--- src/rtl/muldiv_ctrl_pkg.sv ---
// Shared definitions for the HI/LO multiply/divide sequencer.
// State encoding, divider step count and counter width.
// Also holds the conditional two's-complement helper used by sign fix-up.
package muldiv_ctrl_pkg;

  typedef enum logic [1:0] {
    ST_IDLE = 2'd0,
    ST_MUL  = 2'd1,
    ST_DIV  = 2'd2,
    ST_DONE = 2'd3
  } state_t;

  // One quotient bit per cycle for a 32-bit divide.
  localparam int DIV_STEPS = 32;
  // Wide enough to hold DIV_STEPS.
  localparam int CNT_W     = 6;

  // Negate v when neg is set, otherwise pass it through.
  function automatic logic [31:0] neg_if(input logic [31:0] v, input logic neg);
    return neg ? (~v + 32'd1) : v;
  endfunction

endpackage

--- src/rtl/muldiv_ctrl_div_iter.sv ---
// Unsigned radix-2 restoring divider, one quotient bit per cycle.
// Latency: start edge, then 32 step cycles; done is high in the 32nd step cycle.
// quotient/remainder are the result of the current step, valid while done is high.
module div_iter
  import muldiv_ctrl_pkg::*;
(
  input  logic        clk,
  input  logic        reset,
  input  logic        start,
  input  logic        abort,
  input  logic [31:0] dividend,
  input  logic [31:0] divisor,
  output logic [31:0] quotient,
  output logic [31:0] remainder,
  output logic        done
);

  logic [31:0]      rem_q;
  logic [31:0]      quo_q;
  logic [31:0]      dvs_q;
  logic [CNT_W-1:0] cnt_q;
  logic [32:0]      shifted;
  logic [31:0]      diff;
  logic             ge;

  // One restoring step: shift in the next dividend bit, subtract if it fits.
  // With a zero divisor every step "fits", giving all-ones and rem = dividend.
  always_comb begin
    shifted   = {rem_q, quo_q[31]};
    ge        = (shifted >= {1'b0, dvs_q});
    diff      = shifted[31:0] - dvs_q;
    quotient  = {quo_q[30:0], ge};
    remainder = ge ? diff : shifted[31:0];
  end

  assign done = (cnt_q == CNT_W'(1));

  // Load operands on start, then advance one step per cycle until the count runs out.
  always_ff @(posedge clk or posedge reset) begin
    if (reset) begin
      rem_q <= '0;
      quo_q <= '0;
      dvs_q <= '0;
      cnt_q <= '0;
    end else if (abort) begin
      cnt_q <= '0;
    end else if (start) begin
      rem_q <= '0;
      quo_q <= dividend;
      dvs_q <= divisor;
      cnt_q <= CNT_W'(DIV_STEPS);
    end else if (cnt_q != '0) begin
      rem_q <= remainder;
      quo_q <= quotient;
      cnt_q <= cnt_q - CNT_W'(1);
    end
  end

endmodule

--- src/rtl/muldiv_ctrl.sv ---
// HI/LO owner: sequences pipelined multiply and iterative divide, handles mthi/mtlo.
// Latency: multiply MUL_LATENCY cycles after accept, divide 32 cycles after accept.
// Stalls the issuing EX instruction until HI/LO are written; cancel aborts at once.
module muldiv_ctrl
  import muldiv_ctrl_pkg::*;
#(
  parameter int MUL_LATENCY = 2,
  parameter int DIV_CYCLES  = DIV_STEPS
) (
  input  logic        clk,
  input  logic        reset,
  input  logic        req_valid,
  input  logic        is_mult,
  input  logic        is_multu,
  input  logic        is_div,
  input  logic        is_divu,
  input  logic        hi_wen,
  input  logic        lo_wen,
  input  logic        rd_hilo,
  input  logic [31:0] src_a,
  input  logic [31:0] src_b,
  input  logic        ex_advance,
  input  logic        cancel,
  output logic        stall,
  output logic        busy,
  output logic [31:0] hi,
  output logic [31:0] lo
);

  state_t           state;
  logic [CNT_W-1:0] cnt;
  logic             neg_q;
  logic             neg_r;
  logic             op;
  logic             mul_op;
  logic             div_op;
  logic             accept;
  logic [63:0]      ext_a;
  logic [63:0]      ext_b;
  logic [63:0]      prod;
  logic [MUL_LATENCY-1:0][63:0] mul_pipe;
  logic [31:0]      div_q;
  logic [31:0]      div_r;
  logic             div_done;
  logic             unused_rd_hilo;

  // HI/LO reads come straight off the hi/lo ports; the read strobe only matters
  // through the op/stall terms driven by the decoder.
  assign unused_rd_hilo = rd_hilo;

  assign mul_op = is_mult | is_multu;
  assign div_op = is_div | is_divu;
  assign op     = mul_op | div_op;
  assign accept = (state == ST_IDLE) & req_valid & op & ~cancel;

  assign stall = req_valid & ((state == ST_MUL) | (state == ST_DIV) |
                              ((state == ST_IDLE) & op));
  assign busy  = (state != ST_IDLE);

  // Sign- or zero-extend to 64 bits; the low 64 bits of the product are exact either way.
  assign ext_a = {{32{is_mult & src_a[31]}}, src_a};
  assign ext_b = {{32{is_mult & src_b[31]}}, src_b};
  assign prod  = ext_a * ext_b;

  // Product pipeline: stage 0 captures the accept-cycle product, later stages
  // shift it so the last stage holds it exactly MUL_LATENCY cycles after accept.
  always_ff @(posedge clk or posedge reset) begin
    if (reset) begin
      mul_pipe <= '0;
    end else begin
      mul_pipe[0] <= prod;
      for (int i = 1; i < MUL_LATENCY; i++) begin
        mul_pipe[i] <= mul_pipe[i-1];
      end
    end
  end

  div_iter u_div (
    .clk       (clk),
    .reset     (reset),
    .start     (accept & div_op),
    .abort     (cancel),
    .dividend  (neg_if(src_a, is_div & src_a[31])),
    .divisor   (neg_if(src_b, is_div & src_b[31])),
    .quotient  (div_q),
    .remainder (div_r),
    .done      (div_done)
  );

  // Sequencer: accept, count down, write HI/LO, hold in DONE until EX advances.
  always_ff @(posedge clk or posedge reset) begin
    if (reset) begin
      state <= ST_IDLE;
      cnt   <= '0;
      neg_q <= 1'b0;
      neg_r <= 1'b0;
      hi    <= '0;
      lo    <= '0;
    end else if (cancel) begin
      state <= ST_IDLE;
      cnt   <= '0;
    end else begin
      case (state)
        ST_IDLE: begin
          if (req_valid & op) begin
            state <= mul_op ? ST_MUL : ST_DIV;
            cnt   <= mul_op ? CNT_W'(MUL_LATENCY) : CNT_W'(DIV_CYCLES);
            neg_q <= is_div & (src_a[31] ^ src_b[31]);
            neg_r <= is_div & src_a[31];
          end else if (req_valid) begin
            if (hi_wen) hi <= src_a;
            if (lo_wen) lo <= src_a;
          end
        end
        ST_MUL: begin
          cnt <= cnt - CNT_W'(1);
          if (cnt == CNT_W'(1)) begin
            hi    <= mul_pipe[MUL_LATENCY-1][63:32];
            lo    <= mul_pipe[MUL_LATENCY-1][31:0];
            state <= ST_DONE;
          end
        end
        ST_DIV: begin
          cnt <= cnt - CNT_W'(1);
          if (div_done) begin
            hi    <= neg_if(div_r, neg_r);
            lo    <= neg_if(div_q, neg_q);
            state <= ST_DONE;
          end
        end
        default: begin
          if (ex_advance) state <= ST_IDLE;
        end
      endcase
    end
  end

endmodule

--- config.mk ---
export PLATFORM = sky130hd
export DESIGN_NAME = muldiv_ctrl
export DESIGN_NICKNAME = d
export VERILOG_FILES = /design/src/rtl/muldiv_ctrl_pkg.sv /design/src/rtl/muldiv_ctrl_div_iter.sv /design/src/rtl/muldiv_ctrl.sv
export SDC_FILE = /design/constraint.sdc
export NUM_CORES = 2
export LEC_CHECK = 0
export CORE_UTILIZATION = 30
export CTS_CLUSTER_SIZE = 28
export DETAILED_ROUTE_END_ITERATION = 10
export GPL_ROUTABILITY_DRIVEN = 0
export PLACE_DENSITY_LB_ADDON = 0.2
export SLEW_MARGIN = 30
export SYNTH_ARGS = -nofsm -noshare
export SYNTH_HDL_FRONTEND = slang
export SYNTH_SLANG_ARGS = --single-unit
--- constraint.sdc ---
create_clock -name clk -period 12.1 [get_ports clk]
set_clock_uncertainty 0.2 [all_clocks]
set_input_delay 1.815 -clock clk [delete_from_list [all_inputs] [get_ports clk]]
set_output_delay 1.815 -clock clk [all_outputs]
set_load 0.05 [all_outputs]
== After elaboration in Yosys (flattened, before gate mapping) ==
Index checks and enable logic that the tools add are counted.
Cells by class
  $add $sub $neg: 7
  $mul: 1
  order comparisons: 1
  equal/unequal tests: 13
  multiplexer cells: 35
  bitwise gates (word level): 23
  reductions and logical operators: 16
Operators with widths (number)
  32-bit 2-to-1 mux: 19
  32-bit case mux with 3 select lines: 2
  32-bit by 1-bit adder with 32-bit output, second input constant: 4
  32-bit inverter: 4
  33-bit by 33-bit multiplier with 64-bit output: 1
  6-bit 2-to-1 mux: 6
  33-bit by 32-bit >= comparator with 1-bit output: 1
  32-bit subtractor: 1
  7-bit AND reduction: 2
  1-bit bitwise AND: 12
  6-bit by 1-bit equality test with 1-bit output, second input constant: 2
  2-bit 2-to-1 mux: 6
  6-bit case mux with 2 select lines: 1
  6-bit by 1-bit subtractor with 6-bit output, second input constant: 2
  2-bit != test, second input constant: 5
  3-bit nonzero test: 3
  3-bit by 2-bit != test with 1-bit output, second input constant: 2
  2-bit case mux with 3 select lines: 1
  2-bit AND reduction: 3
  6-bit nonzero test: 1
  1-bit bitwise OR: 5
  5-bit nonzero test: 1
  4-bit AND reduction: 1
  2-bit nonzero test: 2
  9 further kinds: 9
Storage, ports and cells
  flip-flop bits (word level): 304
  input port bits: 76

== Logic depth before layout (Yosys ltp) ==
  depth after elaboration: 7
  gate-level depth with buffers: 32
  gate-level depth less buffers: 29

== Hierarchy ==
Synthesis repeated with hierarchy kept, for this count alone.
Unflattened totals
  cell total of the unflattened synthesis: 5957
  area total of the unflattened synthesis: 54208.2 sq um
By module, submodules not included
  muldiv_ctrl: instances 1, cells an instance 5226, area each 47563.1 sq um
  div_iter: instances 1, cells an instance 731, area each 6645.1 sq um

== Worst setup path after synthesis ==
OpenSTA, ideal clock, no wires.
  path type: input to register
  start: input port src_a[31]
  end: register mul_pipe[62] (netlist name)
  library setup time: 0.131 ns
  data arrival time: 9.410 ns
  required time: 11.769 ns
  setup slack: 2.359 ns
  stages on the path: 28
  buffers on the path: 3
  cells stage by stage: clkbuf_1 > and2_1 > clkbuf_1 > clkbuf_1 > nand2_1 > inv_1 > fa_1 > fa_1 > fa_1 > inv_1 > fa_1 > fa_1 > fa_1 > fa_1 > fa_1 > inv_1 > ha_1 > a21o_1 > a21oi_1 > nor2b_1 > o41ai_1 > o221ai_1 > a21oi_1 > o21ai_0 > o31ai_1 > o21a_1 > o21ai_0 > xor2_1
Between the ends
  cells in the longest elaborated chain, start to end: 2
RTL lines
  from (decl): line muldiv_ctrl.sv:20  | input logic [31:0] src_a,
  1-bit bitwise AND: line muldiv_ctrl.sv:61  | assign ext_a = {{32{is_mult & src_a[31]}}, src_a};
  33-bit by 33-bit multiplier with 64-bit output (*): line muldiv_ctrl.sv:63  | assign prod = ext_a * ext_b;
  named net prod[62]: line muldiv_ctrl.sv:40  | logic [63:0] prod;
  to (signal, indexed assignment): line muldiv_ctrl.sv:73  | mul_pipe[i] <= mul_pipe[i-1];
  to (decl): line muldiv_ctrl.sv:41  | logic [MUL_LATENCY-1:0][63:0] mul_pipe;
Mark *: on every way through the listed nets, which the timed path passes. The rest lies on a longest branch.
A chain may end at the register's enable or synchronous reset.

== Worst setup path after layout ==
  start: input port is_mult
  end: register mul_pipe[58] (netlist name)
Between the ends
  cells in the longest elaborated chain, start to end: 2
  elaborated cells on any way between the ends: 3
  those cells by class: mul: 1; bitwise: 2
RTL lines
  from (decl): line muldiv_ctrl.sv:13  | input logic is_mult,
  1-bit bitwise AND (on tied branches): line muldiv_ctrl.sv:61, muldiv_ctrl.sv:62
  33-bit by 33-bit multiplier with 64-bit output (*): line muldiv_ctrl.sv:63
  named net prod[58]: line muldiv_ctrl.sv:40
Marks and branches as above.

==> metrics.md <==
| Metric | Value |
|---|---|
| Status | complete, no violations |
| Vias in the first global route | 43500 |
| YS warnings | 0 |
| Delay-heaviest family, CP | adder cells |
| Latest clock arrival within the worst-skew pair | 0.59 ns |
| #FFs+latches synth | 304 |
| CP max-delay cell | fa_1 |
| Critical Path Max Stage Delay | 0.69 ns |
| CP Depth | 26 |
| Worst r2r src | u_div.rem_q[7] |
| Hpwl dp | 144000 um |
| Initial Utilization | 0.303 |
| Placed cells | 8231 |
| Post-CTS setup buffer count | 0 |
| Crit Path Max Fanout | 10 |
| Syn Area/Cell | 9.07 sq um |
| Seq/Total Area, Yosys | 0.140 |
| Post-synth EDFFs | 0 |
| MaxCap Viol Count | 0 |
| Fill count | 18700 |
| Synth Instances | 6001 |
| Crit Path Category | input port to register |
| Die ar. | 183000 sq um |
| Critical Path RT | 12.36 ns |
| Drt drc | 0 |
| H-tree depth | 2 |
| Fin. Hold Viols | 0 |
| Number of routed nets with antenna violations | 0 |
| Final worst path period need | 10.64 ns |
| Final Max Slew Viols | 0 |
| Largest net degree at the start of global routing | 94 |
| RSZ-0062 raised after global routing | false |
| Clock transition at path regs | 0.06 ns |
| Total grt overflow | 0 |
| Final setup fails | 0 |
| Die H | 428 um |
| Most used cell, CP | fa_1 |
| Layout area overhead | 8.73% |
| Least-Margin Pin Slew | 1.03 ns |
| DR vias | 40600 |
| Cts repair resizes | 0 |
| I/O pin count | 142 |
| Slew margin rel. | 0.315 |
| Nets | 7372 |
| R2r worst-path depth | 17 |
| Net Count, Synth | 7460 |
| Max Clock Freq | 94.0 MHz |
| Mean routed wirelength per cell | 21.5 um |
| Hold crit path type | register to register |
| Final cell count without fillers | 8300 |
| Core Region | 179000 sq um |
| Die X | 428 um |
| Post-CTS Hold Buffers | 0 |
| Initial antenna violation count | 18 |
| Asr flop ratio synth | 1.00 |
| Clk buf depth | 3 |
| Root Driver | clkbuf_16 |
| Rows | 155 |
| CTS Buf Count | 35 |
| Post-Route WL | 179000 um |
| Vias/cell | 4.89 |
| Synth Flop Type | dfrtp_1 |
| Share of cells above drive strength 1 | 0.0471 |
| Sink Count | 304 |
| Synth Cell Area | 54400 sq um |
| Crit. End Element | register |
| Critical path origin | is_mult |
| Setup slack, reg-to-reg | 6.32 ns |
| Drt initial violations | 2612 |
| Crit Reg-Reg Endpoint | hi[6] |
| Drt first pass iters | 5 |
| First-pass GRT wire length | 277000 um |
| Crit path DAT | 10.89 ns |
| Crit path to | mul_pipe[58] |
| CTS tree | yes |
| Crit path launch type | input port |
| IO buf count | 140 |
| Setup TNS | 0 ns |
| All-Layer GR Usage | 0.198 |
| Period utilisation layout | 0.879 |
| Distinct cells, synth | 88 |
| Worst path bufs/invs | 4 |
stage by stage:
step	setup slack (ns)	utilization	instance area (sq um)	hold slack [ns]
global placement	0.861	0.323	58000	0.135
detailed placement	0.861	0.323	58000	0.135
finish	1.46	0.330	59200	0.133
floorplan	1.68	-	54400	0.131
CTS	1.40	0.330	59200	0.139
global route	0.924	0.330	59200	0.149
area by class of cell:
| cell class | instances | area [sq um] | area share |
|---|---|---|---|
| flip-flops and latches | 304 | 7610 | 0.129 |
| clock buffers | 48 | 985 | 0.0166 |
| repair buffers | 251 | 2000 | 0.0337 |
| diodes | 6 | 15.0 | 0.000254 |
| well taps | 2355 | 2950 | 0.0498 |
| multi-input cells | 4139 | 41000 | 0.693 |
| clock inverters | 15 | 195 | 0.00330 |
| inverters | 1182 | 4440 | 0.0751 |
layer usage:
layer	routed length, um	up-vias	part of all wire	track usage
li1	-	18000	-	-
met1	82400	21400	0.46	0.282
met2	84800	991	0.48	0.329
met3	7310	203	0.041	0.0137
met4	3910	0	0.022	0.0420
met5	0	-	0	0
Yosys cell counts (35+ instances only):
library cell	number	area share
nand2_1	933	0.064
nor2_1	226	0.016
xor2_1	76	0.012
dfrtp_1	304	0.14
ha_1	257	0.059
nor3_1	43	0.0040
fa_1	1126	0.41
buf_1	45	0.0031
o31ai_1	69	0.0095
o21ai_0	189	0.017
and2_1	375	0.043
nand3_1	35	0.0032
a221oi_1	44	0.0071
clkbuf_1	315	0.022
inv_1	1178	0.081
xnor2_1	130	0.021
a21oi_1	187	0.017
a21o_1	54	0.0074
kinds of logic (layout without fill, tap and decap cells):
group,count (synthesis),count (layout),share of synthesized area
buf+inv,1558,1496,0.108
other cells,0,6,0
xor+xnor,206,206,0.0331
mux,29,29,0.00538
compound gates,735,735,0.0891
simple gates,1786,1786,0.151
fa+ha+maj,1383,1383,0.473
flops,304,304,0.140
registers in the layout, indices dropped and copies added (netlist names):
name,flops
cnt,6
mul_pipe,128
state,2
hi,32
neg_r,1
u_div.quo_q,32
neg_q,1
u_div.cnt_q,6
u_div.rem_q,32
lo,32
u_div.dvs_q,32
cell usage in the layout, fill, tap and decap left out, types with 7 or more instances in the layout:
cell / count
inv_1: 1177
fa_1: 1126
nand2_1: 933
and2_1: 375
dfrtp_1: 303
ha_1: 254
nor2_1: 226
o21ai_0: 189
a21oi_1: 187
xnor2_1: 130
buf_4: 109
clkdlybuf4s50_1: 91
xor2_1: 76
o31ai_1: 69
a21o_1: 53
buf_2: 49
a221oi_1: 44
nor3_1: 43
nand3_1: 35
clkbuf_16: 35
and3_1: 31
mux2i_1: 27
nand2b_1: 25
a211oi_1: 22
or3_1: 22
o21a_1: 19
nand4_1: 18
a31oi_1: 17
nor4_1: 14
or2_2: 13
o21bai_1: 11
nor2b_1: 11
o41ai_1: 11
or4_1: 10
o211ai_1: 9
a211o_1: 8
clkbuf_1: 7
worst min path at each step:
stage | cells after the start | end | start | slack (ns)
2_1_floorplan | 0 | mul_pipe[100] | mul_pipe[36] | 0.13
3_3_place_gp | 0 | mul_pipe[95] | mul_pipe[31] | 0.13
3_5_place_dp | 0 | mul_pipe[108] | mul_pipe[44] | 0.13
4_1_cts | 0 | mul_pipe[82] | mul_pipe[18] | 0.14
5_1_grt | 0 | mul_pipe[82] | mul_pipe[18] | 0.15
6_report | 0 | mul_pipe[82] | mul_pipe[18] | 0.13
worst register-to-register path, stage by stage, from the launching register on:
cell and delay, ns:
dfrtp_1 0.47, ha_1 0.51, nand2_1 0.11, o21ai_2 0.33, nand2_2 0.15, a41oi_2 0.40
a21o_1 0.37, a21o_2 0.18, buf_4 0.60, mux2i_1 0.48, ha_1 0.30, nand2_1 0.18
a211oi_1 0.31, a21o_1 0.12, a21oi_1 0.07, xnor2_1 0.22, a221oi_1 0.55, o31ai_1 0.12
Power is not shown: default switching activity piles up to over one toggle a cycle in this logic, so the estimate is an artifact.
